**src/rtl/uart_pkg.sv**
```systemverilog
// Shared types and constants for the UART frame receiver.
package uart_pkg;

  typedef enum logic [2:0] {
    IDLE      = 3'd0,
    START     = 3'd1,
    DATA      = 3'd2,
    STOP      = 3'd3,
    WAIT_HIGH = 3'd4
  } state_t;

  localparam logic [1:0] ERR_NONE    = 2'b00;
  localparam logic [1:0] ERR_FRAME   = 2'b01;
  localparam logic [1:0] ERR_TIMEOUT = 2'b10;

  localparam int unsigned CLKS_PER_BIT_DEF = 5208;

endpackage

```
**src/rtl/uart_rx_byte.sv**
```systemverilog
// Single 8N1 byte receiver: input synchronizer, byte FSM and bit timer.
module uart_rx_byte
  import uart_pkg::*;
#(
  parameter int unsigned CLKS_PER_BIT = CLKS_PER_BIT_DEF
) (
  input  logic       clock,
  input  logic       reset,
  input  logic       rx_serial,
  output logic [7:0] byte_data,
  output logic       byte_valid_c,
  output logic       byte_ferr_c,
  output logic       start_c,
  output logic       idle_c
);

  localparam int unsigned TW = $clog2(CLKS_PER_BIT);
  localparam logic [TW-1:0] T_HALF = TW'(CLKS_PER_BIT / 2 - 1);
  localparam logic [TW-1:0] T_FULL = TW'(CLKS_PER_BIT - 1);

  logic          meta_q, sync_q, prev_q;
  state_t        state_q, state_d;
  logic [TW-1:0] tmr_q, tmr_d;
  logic [2:0]    bit_q, bit_d;
  logic [7:0]    shift_q, shift_d;

  always_ff @(posedge clock or posedge reset) begin
    if (reset) begin
      meta_q  <= 1'b1;
      sync_q  <= 1'b1;
      prev_q  <= 1'b1;
      state_q <= IDLE;
      tmr_q   <= '0;
      bit_q   <= '0;
      shift_q <= '0;
    end else begin
      meta_q  <= rx_serial;
      sync_q  <= meta_q;
      prev_q  <= sync_q;
      state_q <= state_d;
      tmr_q   <= tmr_d;
      bit_q   <= bit_d;
      shift_q <= shift_d;
    end
  end

  always_comb begin
    state_d      = state_q;
    tmr_d        = tmr_q;
    bit_d        = bit_q;
    shift_d      = shift_q;
    byte_valid_c = 1'b0;
    byte_ferr_c  = 1'b0;
    start_c      = 1'b0;
    unique case (state_q)
      IDLE: begin
        tmr_d = '0;
        bit_d = '0;
        if (prev_q && !sync_q) begin
          start_c = 1'b1;
          state_d = START;
        end
      end
      // Half-bit check rejects short low glitches without flagging an error.
      START: begin
        if (tmr_q == T_HALF) begin
          tmr_d   = '0;
          state_d = sync_q ? IDLE : DATA;
        end else begin
          tmr_d = tmr_q + TW'(1);
        end
      end
      DATA: begin
        if (tmr_q == T_FULL) begin
          tmr_d   = '0;
          shift_d = {sync_q, shift_q[7:1]};
          bit_d   = bit_q + 3'd1;
          if (bit_q == 3'd7) state_d = STOP;
        end else begin
          tmr_d = tmr_q + TW'(1);
        end
      end
      STOP: begin
        if (tmr_q == T_FULL) begin
          tmr_d = '0;
          if (sync_q) begin
            byte_valid_c = 1'b1;
            state_d      = IDLE;
          end else begin
            byte_ferr_c = 1'b1;
            state_d     = WAIT_HIGH;
          end
        end else begin
          tmr_d = tmr_q + TW'(1);
        end
      end
      WAIT_HIGH: begin
        if (sync_q) state_d = IDLE;
      end
      default: state_d = IDLE;
    endcase
  end

  assign byte_data = shift_q;
  assign idle_c    = (state_q == IDLE);

endmodule

```
**src/rtl/uart_frame_rx.sv**
```systemverilog
// Assembles N_BYTES received UART bytes into one frame with framing and
// inter-byte timeout error reporting.
module uart_frame_rx
  import uart_pkg::*;
#(
  parameter int unsigned CLKS_PER_BIT = CLKS_PER_BIT_DEF,
  parameter int unsigned N_BYTES      = 2,
  parameter int unsigned TIMEOUT_BITS = 20
) (
  input  logic                           clock,
  input  logic                           reset,
  input  logic                           rx_serial,
  output logic [8*N_BYTES-1:0]           frame_data,
  output logic                           frame_valid,
  output logic                           frame_error,
  output logic [1:0]                     error_code,
  output logic                           busy,
  output logic [$clog2(N_BYTES+1)-1:0]   byte_count
);

  localparam int unsigned FW       = 8 * N_BYTES;
  localparam int unsigned CW       = $clog2(N_BYTES + 1);
  localparam int unsigned TO_LIMIT = TIMEOUT_BITS * CLKS_PER_BIT;
  localparam int unsigned IW       = $clog2(TO_LIMIT + 1);

  logic [7:0] byte_data;
  logic       byte_valid_c, byte_ferr_c, start_c, idle_c;

  logic [FW-1:0] lanes_q, lanes_d;
  logic [FW-1:0] frame_data_q, frame_data_d;
  logic          frame_valid_q, frame_valid_d;
  logic          frame_error_q, frame_error_d;
  logic [1:0]    error_code_q, error_code_d;
  logic          busy_q, busy_d;
  logic [CW-1:0] byte_count_q, byte_count_d;
  logic [IW-1:0] idle_cnt_q, idle_cnt_d;

  uart_rx_byte #(.CLKS_PER_BIT(CLKS_PER_BIT)) u_rx_byte (
    .clock        (clock),
    .reset        (reset),
    .rx_serial    (rx_serial),
    .byte_data    (byte_data),
    .byte_valid_c (byte_valid_c),
    .byte_ferr_c  (byte_ferr_c),
    .start_c      (start_c),
    .idle_c       (idle_c)
  );

  always_ff @(posedge clock or posedge reset) begin
    if (reset) begin
      lanes_q       <= '0;
      frame_data_q  <= '0;
      frame_valid_q <= 1'b0;
      frame_error_q <= 1'b0;
      error_code_q  <= ERR_NONE;
      busy_q        <= 1'b0;
      byte_count_q  <= '0;
      idle_cnt_q    <= '0;
    end else begin
      lanes_q       <= lanes_d;
      frame_data_q  <= frame_data_d;
      frame_valid_q <= frame_valid_d;
      frame_error_q <= frame_error_d;
      error_code_q  <= error_code_d;
      busy_q        <= busy_d;
      byte_count_q  <= byte_count_d;
      idle_cnt_q    <= idle_cnt_d;
    end
  end

  // Idle counter runs only while a partial frame waits in IDLE; a start edge wins over expiry.
  always_comb begin
    lanes_d       = lanes_q;
    frame_data_d  = frame_data_q;
    frame_valid_d = 1'b0;
    frame_error_d = 1'b0;
    error_code_d  = error_code_q;
    byte_count_d  = byte_count_q;
    idle_cnt_d    = '0;
    if (byte_valid_c) begin
      for (int k = 0; k < N_BYTES; k++) begin
        if (byte_count_q == CW'(k)) lanes_d[8*k +: 8] = byte_data;
      end
      if (byte_count_q == CW'(N_BYTES - 1)) begin
        frame_data_d  = lanes_d;
        frame_valid_d = 1'b1;
        byte_count_d  = '0;
      end else begin
        byte_count_d = byte_count_q + CW'(1);
      end
    end else if (byte_ferr_c) begin
      frame_error_d = 1'b1;
      error_code_d  = ERR_FRAME;
      byte_count_d  = '0;
    end else if (idle_c && !start_c && (byte_count_q != '0)) begin
      if (idle_cnt_q == IW'(TO_LIMIT - 1)) begin
        frame_error_d = 1'b1;
        error_code_d  = ERR_TIMEOUT;
        byte_count_d  = '0;
      end else begin
        idle_cnt_d = idle_cnt_q + IW'(1);
      end
    end
    busy_d = !idle_c || (byte_count_d != '0);
  end

  assign frame_data  = frame_data_q;
  assign frame_valid = frame_valid_q;
  assign frame_error = frame_error_q;
  assign error_code  = error_code_q;
  assign busy        = busy_q;
  assign byte_count  = byte_count_q;

endmodule
```
**config.mk**
```make
export PLATFORM = sky130hd
export DESIGN_NAME = uart_frame_rx
export DESIGN_NICKNAME = d
export VERILOG_FILES = /design/src/rtl/uart_pkg.sv /design/src/rtl/uart_rx_byte.sv /design/src/rtl/uart_frame_rx.sv
export SDC_FILE = /design/constraint.sdc
export NUM_CORES = 1
export LEC_CHECK = 0
export BUFFER_PORTS_ARGS = -buffer_cell sky130_fd_sc_hd__buf_2
export CAP_MARGIN = 30
export CORE_MARGIN = 10
export CORE_UTILIZATION = 50
export DETAILED_ROUTE_END_ITERATION = 6
export PLACE_DENSITY = 0.78
export SYNTH_ARGS = -nofsm -noshare
export SYNTH_HDL_FRONTEND = slang
export SYNTH_HIERARCHICAL = 1
export SYNTH_SLANG_ARGS = --single-unit
```
**constraint.sdc**
```tcl
create_clock -name clock -period 5.35 [get_ports clock]
set_input_delay 0.535 -clock clock [delete_from_list [all_inputs] [get_ports clock]]
set_output_delay 0.535 -clock clock [all_outputs]
set_load 0.02 [all_outputs]
```
==> run summary <==
setup violators final - 0
Main synth FF type - dfrtp_1
sw frac - 23.6%
FF-to-FF setup slack - 2420 ps
drt total wl - 6940 um
synthesized net count - 365
# Max-Cap Violations - 0
Post-CTS Setup Inserts - 0
H-Tree Depth - 3
Worst setup EP type - flop
Nets - 391
reg2reg start - u_rx_byte/tmr_q[0]
GRT Util Overall - 13.0%
initial antenna violation count - 0
crit path to - lanes_q[7]
Layout Skew - 8.19 ps
GPL Wtd Cong - 0.826
Max Freq - 342 MHz
Final Max Tran Viols - 0
Vias/cell - 5.47
Clock Tree Buf Depth - 2
Pint - 0.834 mW
outcome - finished clean
crit path launch type - flop
Distinct cells, synth - 52
Worst Path Required - 5580 ps
Synth Register Bits - 78
Seq/Total Area, Yosys - 53.9%
Area growth, synth to finish - 12.0%
CP max FO - 8
Initial Util - 52.5%
Placed Instance Area - 3860 um2
Tightest Pin Transition - 932 ps
Seq pwr share - 55.6%
setup TNS - 0 ps
Placed Instances - 469
Avg Cell Area, Syn - 10.1 um2
IO Count - 26
synthesized instance count - 358
crit path DAT - 3160 ps
Post-synth ARST share - 100%
Inserted Diodes - 0
DRC Markers - 0
CTS Hold Bufs - 0
Clock Pin Slew Worst Setup and Hold Paths - 90 ps
number of global-route vias before repair - 2626
largest net degree at the start of global routing - 39
PD cells - 269 nW/um2
layout cells sized above 1 - 20.1%
min Tclk post-route - 2930 ps
first-pass GRT wire length - 12100 um
HPWL Detailed - 5070 um
Clk pwr share - 40.5%
cts repair resizes - 0
Post-synth EDFFs - 0
Synthesis Warnings - 6
maximum VDD drop - 173 uV
net switching power - 0.257 mW
Final Cell Area - 4060 um2
drt first pass iters - 4
CTS tree - done
commonest cells after routing, fill and taps aside - 75 x dfrtp_1, 70 x nand2_1, 30 x nor2_1
Total Power - 1.09 mW
GRT Residual Overflow - 0
chip width - 105 um
final period utilization - 54.7%
worst setup path start - u_rx_byte/tmr_q[0]
root buf cell - clkbuf_8
combinational share of power - 3.9%
P_leak - 1.89 nW
Layout Cells excl Fill - 485
ANT nets after route - 0
CTS Buf Count - 9
initial DRC count - 99
Die Ht - 105 um
Reg2Reg Depth - 8
Vias - 2654
class of the worst hold path - in -> async
RSZ-0062 raised after global routing - false
Core Area - 6910 um2
Relative slew margins - 37.0%
WL per Instance - 14.3 um
Worst R2R End - lanes_q[7]
Cell Rows - 30
Final Hold Fails - 0
WS Path Type - reg -> reg
clk sinks - 78
commonest non-fill, non-tap cell in the layout - dfrtp_1
port bufs - 25
synthesized area - 3630 um2
Clock Latency Late Sink - 340 ps
area of the die - 11100 um2
## power groups by stage
| stage | Combinational, mW | Clock (mW) | Sequential (mW) |
|---|---|---|---|
| 6_report | 0.0423 | 0.443 | 0.607 |
| 5_1_grt | 0.0496 | 0.488 | 0.608 |
| 4_1_cts | 0.0439 | 0.456 | 0.607 |
| 3_5_place_dp | 0.0438 | 0 | 0.618 |
| 3_3_place_gp | 0.0379 | 0 | 0.617 |
| 2_1_floorplan | 0.0293 | 0 | 0.617 |
## layout make-up
cell class / count / area, um2
fill: 599 / 2840
sequential: 78 / 1960
multi-input combinational: 250 / 1540
timing repair buffer: 27 / 173
clock buffer: 9 / 124
tap: 96 / 120
clock inverter: 7 / 80.1
inverter: 18 / 67.6
## logic make-up (layout without fill, tap and decap cells)
| group | count (synthesis) | after routing | synth area share, % |
|---|---|---|---|
| DFF | 78 | 78 | 53.9 |
| AOI/OAI and AO/OA | 45 | 45 | 8.48 |
| muxes | 15 | 15 | 4.66 |
| adders and majority gates | 4 | 4 | 1.38 |
| buffers and inverters | 30 | 61 | 3.55 |
| xor gates and xnor gates | 16 | 16 | 3.86 |
| and+or+nand+nor | 170 | 170 | 24.2 |
## cell usage after synthesis (2+ instances only)
cell	instances	area [um2]
dfrtp_1	75	1880
nand2_1	70	263
nor2_1	30	113
inv_1	17	63.8
mux2_2	15	169
o21ai_0	15	75.1
xnor2_1	14	123
nand3_1	13	65.1
nor4_1	10	62.6
nand4_1	9	56.3
nor3_1	9	45.0
a21oi_1	6	30.0
clkbuf_1	6	22.5
and4bb_2	5	62.6
o211ai_1	5	37.5
buf_2	4	20.0
ha_1	4	50.1
a22oi_1	3	22.5
dfstp_2	3	78.8
nand2b_1	3	18.8
nor3b_1	3	22.5
a31oi_2	2	25.0
and3_1	2	12.5
nor4b_1	2	17.5
o21bai_1	2	15.0
o22ai_1	2	12.5
o31a_1	2	17.5
or3_1	2	12.5
xor2_1	2	17.5
## per-layer routing
| layer | global-route usage, % | part of all wire [%] | vias to the layer above |
|---|---|---|---|
| met5 | 0 | 0 | - |
| met4 | 4.12 | 1.3 | 0 |
| met3 | 4.91 | 4.6 | 8 |
| met2 | 21.4 | 50 | 57 |
| met1 | 15.4 | 44 | 1296 |
| li1 | - | - | 1293 |
## metrics by stage
step,hold slack [ps],worst slack (ps),util [%]
6_report,119,2420,58.8
5_1_grt,111,2070,58.8
4_1_cts,112,2430,58.8
3_5_place_dp,347,2430,55.9
3_3_place_gp,345,2550,55.2
2_1_floorplan,345,2770,-
## flip-flops by register name, summed over array words and instances (netlist names), 2 cells and up
signal / count
error_code: 2
byte_count: 2
lanes_q: 8
u_rx_byte/byte_data: 8
u_rx_byte/state_q: 3
frame_data: 16
u_rx_byte/bit_q: 3
idle_cnt_q: 17
u_rx_byte/tmr_q: 13
## how the worst min path moves through the flow
stage                     start               end  slack (ps)  cells past startpoint
3_3_place_gp   u_rx_byte/meta_q  u_rx_byte/sync_q         350                      0
2_1_floorplan  u_rx_byte/meta_q  u_rx_byte/sync_q         350                      0
5_1_grt                   reset    idle_cnt_q[14]         110                      2
3_5_place_dp   u_rx_byte/meta_q  u_rx_byte/sync_q         350                      0
4_1_cts                   reset     idle_cnt_q[1]         110                      2
6_report                  reset     idle_cnt_q[1]         120                      2
## worst max-delay path, cell delays in order, from the launching register on
cell and delay, ps:
dfrtp_1 410, ha_1 290, and4bb_2 320, nand4_1 110
or2_2 310, nor2_1 250, inv_1 180, nor3_2 550
mux2_2 400
(Power assumes the default switching activity.)
